[config.mk]
export PLATFORM = sky130hd
export DESIGN_NAME = muldiv_unit
export DESIGN_NICKNAME = d
export VERILOG_FILES = /design/src/rtl/muldiv_pkg.sv /design/src/rtl/muldiv_step.sv /design/src/rtl/muldiv_unit.sv
export SDC_FILE = /design/constraint.sdc
export NUM_CORES = 1
export LEC_CHECK = 0
export ABC_AREA = 1
export ABC_CLOCK_PERIOD_IN_PS = 3400
export CAP_MARGIN = 40
export CELL_PAD_IN_SITES_DETAIL_PLACEMENT = 2
export CELL_PAD_IN_SITES_GLOBAL_PLACEMENT = 2
export CORE_MARGIN = 10
export CORE_UTILIZATION = 31
export DETAILED_ROUTE_END_ITERATION = 8
export GPL_ROUTABILITY_DRIVEN = 0
export MAX_ROUTING_LAYER = met4
export PLACE_DENSITY = 0.85
export SLEW_MARGIN = 20
export SYNTH_ARGS = -nofsm -noshare
export SYNTH_HDL_FRONTEND = slang
export SYNTH_SLANG_ARGS = --single-unit
export TNS_END_PERCENT = 10
[constraint.sdc]
create_clock -name clock -period 3.4 [get_ports clock]
set_input_delay 0.34 -clock clock [delete_from_list [all_inputs] [get_ports clock]]
set_output_delay 0.34 -clock clock [all_outputs]
set_load 0.02 [all_outputs]
[src/rtl/muldiv_pkg.sv]
// Shared encodings for the iterative multiply/divide unit.
// Op codes, FSM state codes and small op-decode helpers.
package muldiv_pkg;

  localparam logic [1:0] OP_MULT  = 2'd0;
  localparam logic [1:0] OP_MULTU = 2'd1;
  localparam logic [1:0] OP_DIV   = 2'd2;
  localparam logic [1:0] OP_DIVU  = 2'd3;

  localparam logic [1:0] S_IDLE = 2'd0;
  localparam logic [1:0] S_CALC = 2'd1;
  localparam logic [1:0] S_FIX  = 2'd2;

  function automatic logic isDivOp(input logic [1:0] op);
    return op[1];
  endfunction

  function automatic logic isSignedOp(input logic [1:0] op);
    return ~op[0];
  endfunction

endpackage

[src/rtl/muldiv_step.sv]
// One radix-2 iteration: shift-add multiply or restoring divide.
// Pure combinational; the caller owns the acc/reg state.
module muldiv_step #(
  parameter int WIDTH = 32
) (
  input  logic             isDiv,
  input  logic [WIDTH-1:0] acc,
  input  logic [WIDTH-1:0] rg,
  input  logic [WIDTH-1:0] operand,
  output logic [WIDTH-1:0] accNext,
  output logic [WIDTH-1:0] rgNext
);

  logic [WIDTH:0] addSum;
  logic [WIDTH:0] shifted;
  logic [WIDTH:0] diff;

  assign addSum  = {1'b0, acc} + (rg[0] ? {1'b0, operand} : '0);
  assign shifted = {acc, rg[WIDTH-1]};
  // remainder stays below the divisor, so diff[WIDTH] is a clean borrow
  assign diff    = shifted - {1'b0, operand};

  always_comb begin
    accNext = addSum[WIDTH:1];
    rgNext  = {addSum[0], rg[WIDTH-1:1]};
    if (isDiv) begin
      if (diff[WIDTH]) begin
        accNext = shifted[WIDTH-1:0];
        rgNext  = {rg[WIDTH-2:0], 1'b0};
      end else begin
        accNext = diff[WIDTH-1:0];
        rgNext  = {rg[WIDTH-2:0], 1'b1};
      end
    end
  end

endmodule

[src/rtl/muldiv_unit.sv]
// Iterative signed/unsigned MULT/DIV unit driving the HI/LO registers.
// Magnitudes are iterated; signs are re-applied in the FIX state.
module muldiv_unit
  import muldiv_pkg::*;
#(
  parameter int WIDTH = 32
) (
  input  logic             clock,
  input  logic             reset,
  input  logic             start,
  input  logic [1:0]       op,
  input  logic [WIDTH-1:0] a,
  input  logic [WIDTH-1:0] b,
  output logic             busy,
  output logic             done,
  output logic [WIDTH-1:0] hi,
  output logic [WIDTH-1:0] lo,
  output logic             div_zero
);

  localparam int CNT_W = $clog2(WIDTH + 1);
  localparam logic [CNT_W-1:0] CNT_INIT = CNT_W'(WIDTH);
  localparam logic [CNT_W-1:0] CNT_ONE  = CNT_W'(1);

  logic [1:0]         state;
  logic [CNT_W-1:0]   cnt;
  logic               isDiv;
  logic               negRes;
  logic               negRem;
  logic               dzPend;
  logic [WIDTH-1:0]   acc;
  logic [WIDTH-1:0]   rg;
  logic [WIDTH-1:0]   operand;
  logic [WIDTH-1:0]   accNext;
  logic [WIDTH-1:0]   rgNext;
  logic               sgn;
  logic               reqDiv;
  logic               reqDz;
  logic [WIDTH-1:0]   magA;
  logic [WIDTH-1:0]   magB;
  logic [2*WIDTH-1:0] prod;
  logic [2*WIDTH-1:0] prodFix;
  logic [WIDTH-1:0]   quoFix;
  logic [WIDTH-1:0]   remFix;

  assign sgn    = isSignedOp(op);
  assign reqDiv = isDivOp(op);
  assign reqDz  = reqDiv && (b == '0);
  // MIN negates to itself, which is still the right unsigned magnitude
  assign magA   = (sgn && a[WIDTH-1]) ? -a : a;
  assign magB   = (sgn && b[WIDTH-1]) ? -b : b;

  assign busy    = (state != S_IDLE);
  assign prod    = {acc, rg};
  assign prodFix = negRes ? -prod : prod;
  assign quoFix  = negRes ? -rg : rg;
  assign remFix  = negRem ? -acc : acc;

  muldiv_step #(
    .WIDTH(WIDTH)
  ) uStep (
    .isDiv  (isDiv),
    .acc    (acc),
    .rg     (rg),
    .operand(operand),
    .accNext(accNext),
    .rgNext (rgNext)
  );

  always_ff @(posedge clock) begin
    if (reset) begin
      state    <= S_IDLE;
      cnt      <= '0;
      done     <= 1'b0;
      hi       <= '0;
      lo       <= '0;
      div_zero <= 1'b0;
      acc      <= '0;
      rg       <= '0;
      operand  <= '0;
      isDiv    <= 1'b0;
      negRes   <= 1'b0;
      negRem   <= 1'b0;
      dzPend   <= 1'b0;
    end else begin
      done <= 1'b0;
      unique case (state)
        S_IDLE: begin
          if (start) begin
            div_zero <= 1'b0;
            isDiv    <= reqDiv;
            negRes   <= sgn & (a[WIDTH-1] ^ b[WIDTH-1]);
            negRem   <= sgn & a[WIDTH-1];
            dzPend   <= reqDz;
            acc      <= '0;
            cnt      <= CNT_INIT;
            if (reqDiv) begin
              rg      <= magA;
              operand <= magB;
            end else begin
              rg      <= magB;
              operand <= magA;
            end
            state <= reqDz ? S_FIX : S_CALC;
          end
        end
        S_CALC: begin
          acc <= accNext;
          rg  <= rgNext;
          cnt <= cnt - CNT_ONE;
          if (cnt == CNT_ONE) begin
            state <= S_FIX;
          end
        end
        S_FIX: begin
          done  <= 1'b1;
          cnt   <= '0;
          state <= S_IDLE;
          if (dzPend) begin
            div_zero <= 1'b1;
          end else if (isDiv) begin
            hi <= remFix;
            lo <= quoFix;
          end else begin
            {hi, lo} <= prodFix;
          end
        end
        default: state <= S_IDLE;
      endcase
    end
  end

endmodule
==> metrics.txt <==
CTS Buf Count 17; root buf cell clkbuf_16; Avg WL per Cell 23.5 um; vias in the first global route 24,000; CP Capture Type flip-flop; Post-synth ARST share 0; antenna cell count 0; Final nets 3,389; post-synthesis instance total 3,144; share of layout cells above drive strength 1 0.0574; share of total power in combinational logic 0.522; Leak Pwr 0.00998 uW; DP HPWL 74.8 mm; WHS Path Cells 3; port bufs 135; Crit Path Category flip-flop to flip-flop; Post-route DRC 0; max_slew headroom 0.426; Overflow after GRT 0; RSZ-0062 raised after global routing false; Mapped Nets 3,288; Most used DFF post-synth dfxtp_1; final non-filler cell area 0.0206 mm^2; ANT nets after route 0; Tot GR Track Use 0.283; num ports 136; hold_sp reset; Slew Viols, Final 0; max-cap viol count 0; cell area after placement 0.0200 mm^2; clock edge transition at the registers on the reported setup and hold paths 0.08 ns; Die Y-Extent 259 um; Psw 5190 uW; antenna violations before repair 0; setup_tns 0 ns; Clock Path Buffers 2; most used cell, CP nand2_4; main area contributors after synthesis dfxtp_1 (20%), nand2_1 (18%), inv_1 (9.7%); Filler Cells Inserted 7,269; Yosys top cell by area dfxtp_1; sequential share of the synthesized area 0.197; most common cell in the synthesized netlist nand2_1; CTS tree built; initial core utilization 0.313; worst path cell trace inv_1, ha_1, fa_1, inv_1, nand2_1, nand2_1, nand3_2, nand2_2, nand2_2, nand2_2, nand2_4, nand2_4, nand2_4, nand2_4, nand3_1, nand3_1, nand2_1, a21oi_2; Worst R2R Start rg[31]$_SDFFE_PP0P_; outcome finished, final reports clean; Worst Path Max Fanout 18; number of synthesis warnings 0; Skew-Pair Late Insertion Delay 0.52 ns; Max IR drop VDD 0.356 mV; startpoint types flip-flop; FF-to-FF setup slack 0.32 ns; WL final 94.4 mm; highest cell delay on the worst timing path 0.40 ns; final hold vios 0; Cell Area, Synth 0.0177 mm^2; Post-synth EDFFs 0; post-synthesis cell type count 55; arrival time at the worst endpoint 3.52 ns; #FFs+latches synth 174; crit-path leading delay family simple AND/OR/NAND/NOR gates; H-tree depth 4; DR iter-0 viols 1,477; pin count of the biggest net entering global routing 123; switching share of total power 0.509; WHS Endpoint operand[4]$_SDFFE_PP0P_; P_int 5000 uW; final setup violation count 0; Max Freq 325 MHz; detail-routed via count per cell 5.56; crit path time final 3.08 ns; Worst Reg-to-Reg Cells 18; top post-synthesis cells by count nand2_1 (869), inv_1 (458), nor2_1 (343); total core area 0.0564 mm^2; Area Overhead vs Synth 16.6%; Reg power frac 0.259; CTS Sinks 174; CP required 3.84 ns; Layout Skew 0.0205 ns; post-synth top area share 0.197; HP Class input port to flip-flop; reg2reg end acc[19]$_SDFFE_PP0P_; Setup Buffers After CTS 0; Worst-Margin Slew 0.858 ns; CP max stage cell dfxtp_1; Die Width 259 um; # rows 87; hold buffer count at cts 0; PD cells 494 mW/mm^2; first-pass GRT wire length 144 mm; clock share of power 0.218; die area 0.0670 mm^2; worst path bufs/invs 2; cts repair resizes 0; final worst-path cycle share 0.905; 1st-pass router iterations 5; via count 22,300; syn avg cell area 5.62 um^2
-- layer usage --
metal | track usage | vias up | routed length (um)
met2 | 0.471 | 682 | 45400
met1 | 0.338 | 11100 | 40000
li1 | - | 10300 | -
met5 | - | - | 0
met3 | 0.0314 | 204 | 4360
met4 | 0.134 | 0 | 4590
-- placed cells by master (no fill, tap or decap), types with 7 or more instances in the layout --
cell / n
a21oi_1: 223
a22oi_1: 7
a31oi_1: 14
buf_4: 57
clkbuf_16: 17
clkdlybuf4s50_1: 134
dfxtp_1: 173
ha_1: 73
inv_1: 457
inv_2: 9
nand2_1: 869
nand2_2: 30
nand3_1: 281
nand3_2: 14
nand3b_1: 7
nand4_1: 30
nor2_1: 340
nor2_2: 10
nor3_1: 34
o211ai_1: 23
o21ai_0: 226
o21ai_1: 12
o21bai_1: 7
o221ai_1: 18
xnor2_1: 21
xor2_1: 72
-- area by class of cell --
| class | count | area [um^2] | area share |
|---|---|---|---|
| clock buffer | 19 | 443 | 0.0215 |
| clock inverter | 13 | 171 | 0.00832 |
| inverter | 471 | 1770 | 0.0858 |
| multi-input combinational | 2385 | 11900 | 0.579 |
| sequential | 174 | 3490 | 0.169 |
| tap | 756 | 946 | 0.0459 |
| timing repair buffer | 196 | 1860 | 0.0903 |
-- worst max-delay path by stage --
stage	startpoint	end	slack, ns	cells after the start
floorplan	rg[0]$_SDFFE_PP0P_	acc[21]$_SDFFE_PP0P_	0.74	17
global placement	a[2]	rg[29]$_SDFFE_PP0P_	0.57	12
detailed placement	rg[0]$_SDFFE_PP0P_	acc[29]$_SDFFE_PP0P_	0.37	16
CTS	rg[0]$_SDFFE_PP0P_	acc[29]$_SDFFE_PP0P_	0.32	16
global route	acc[0]$_SDFFE_PP0P_	acc[2]$_SDFFE_PP0P_	0.09	17
finish	rg[31]$_SDFFE_PP0P_	acc[19]$_SDFFE_PP0P_	0.32	18
-- state kept, by name (all words and copies together) (netlist names), 2 cells and up --
signal and count:
operand 32, hi 32, acc 32, lo 32, state 2, rg 32
cnt 6
-- tightest hold or removal path, cell delays in order --
cell and delay, ns:
buf_2 0.12, buf_4 0.24, nor2_1 0.12
-- cell families (layout without fill, tap and decap cells) --
family,after synthesis,in the layout,share of synthesized area
compound gates,565,565,0.176
xor+xnor,93,93,0.0461
buf+inv,585,699,0.128
fa+ha+maj,75,75,0.0539
simple gates,1652,1652,0.398
flops,174,174,0.197
-- power groups by stage --
stage	clock network (uW)	logic (uW)	registers, uW
after floorplan	0	3190	2660
after global placement	0	4810	2650
after detailed placement	0	5120	2670
after CTS	2240	5240	2630
after global routing	2330	5780	2670
final	2230	5320	2640
-- metrics by stage --
stage / util / cells / hold slack [ns] / setup WS (ns) / total power, uW
global placement: 0.354 / 3981 / 0.454 / 0.565 / 7460
floorplan: - / 3144 / 0.445 / 0.744 / 5840
global route: 0.366 / 4014 / 0.365 / 0.0929 / 10800
CTS: 0.366 / 4014 / 0.344 / 0.320 / 10100
finish: 0.366 / 4014 / 0.369 / 0.323 / 10200
detailed placement: 0.355 / 3982 / 0.489 / 0.368 / 7790
(Power assumes the default switching activity.)
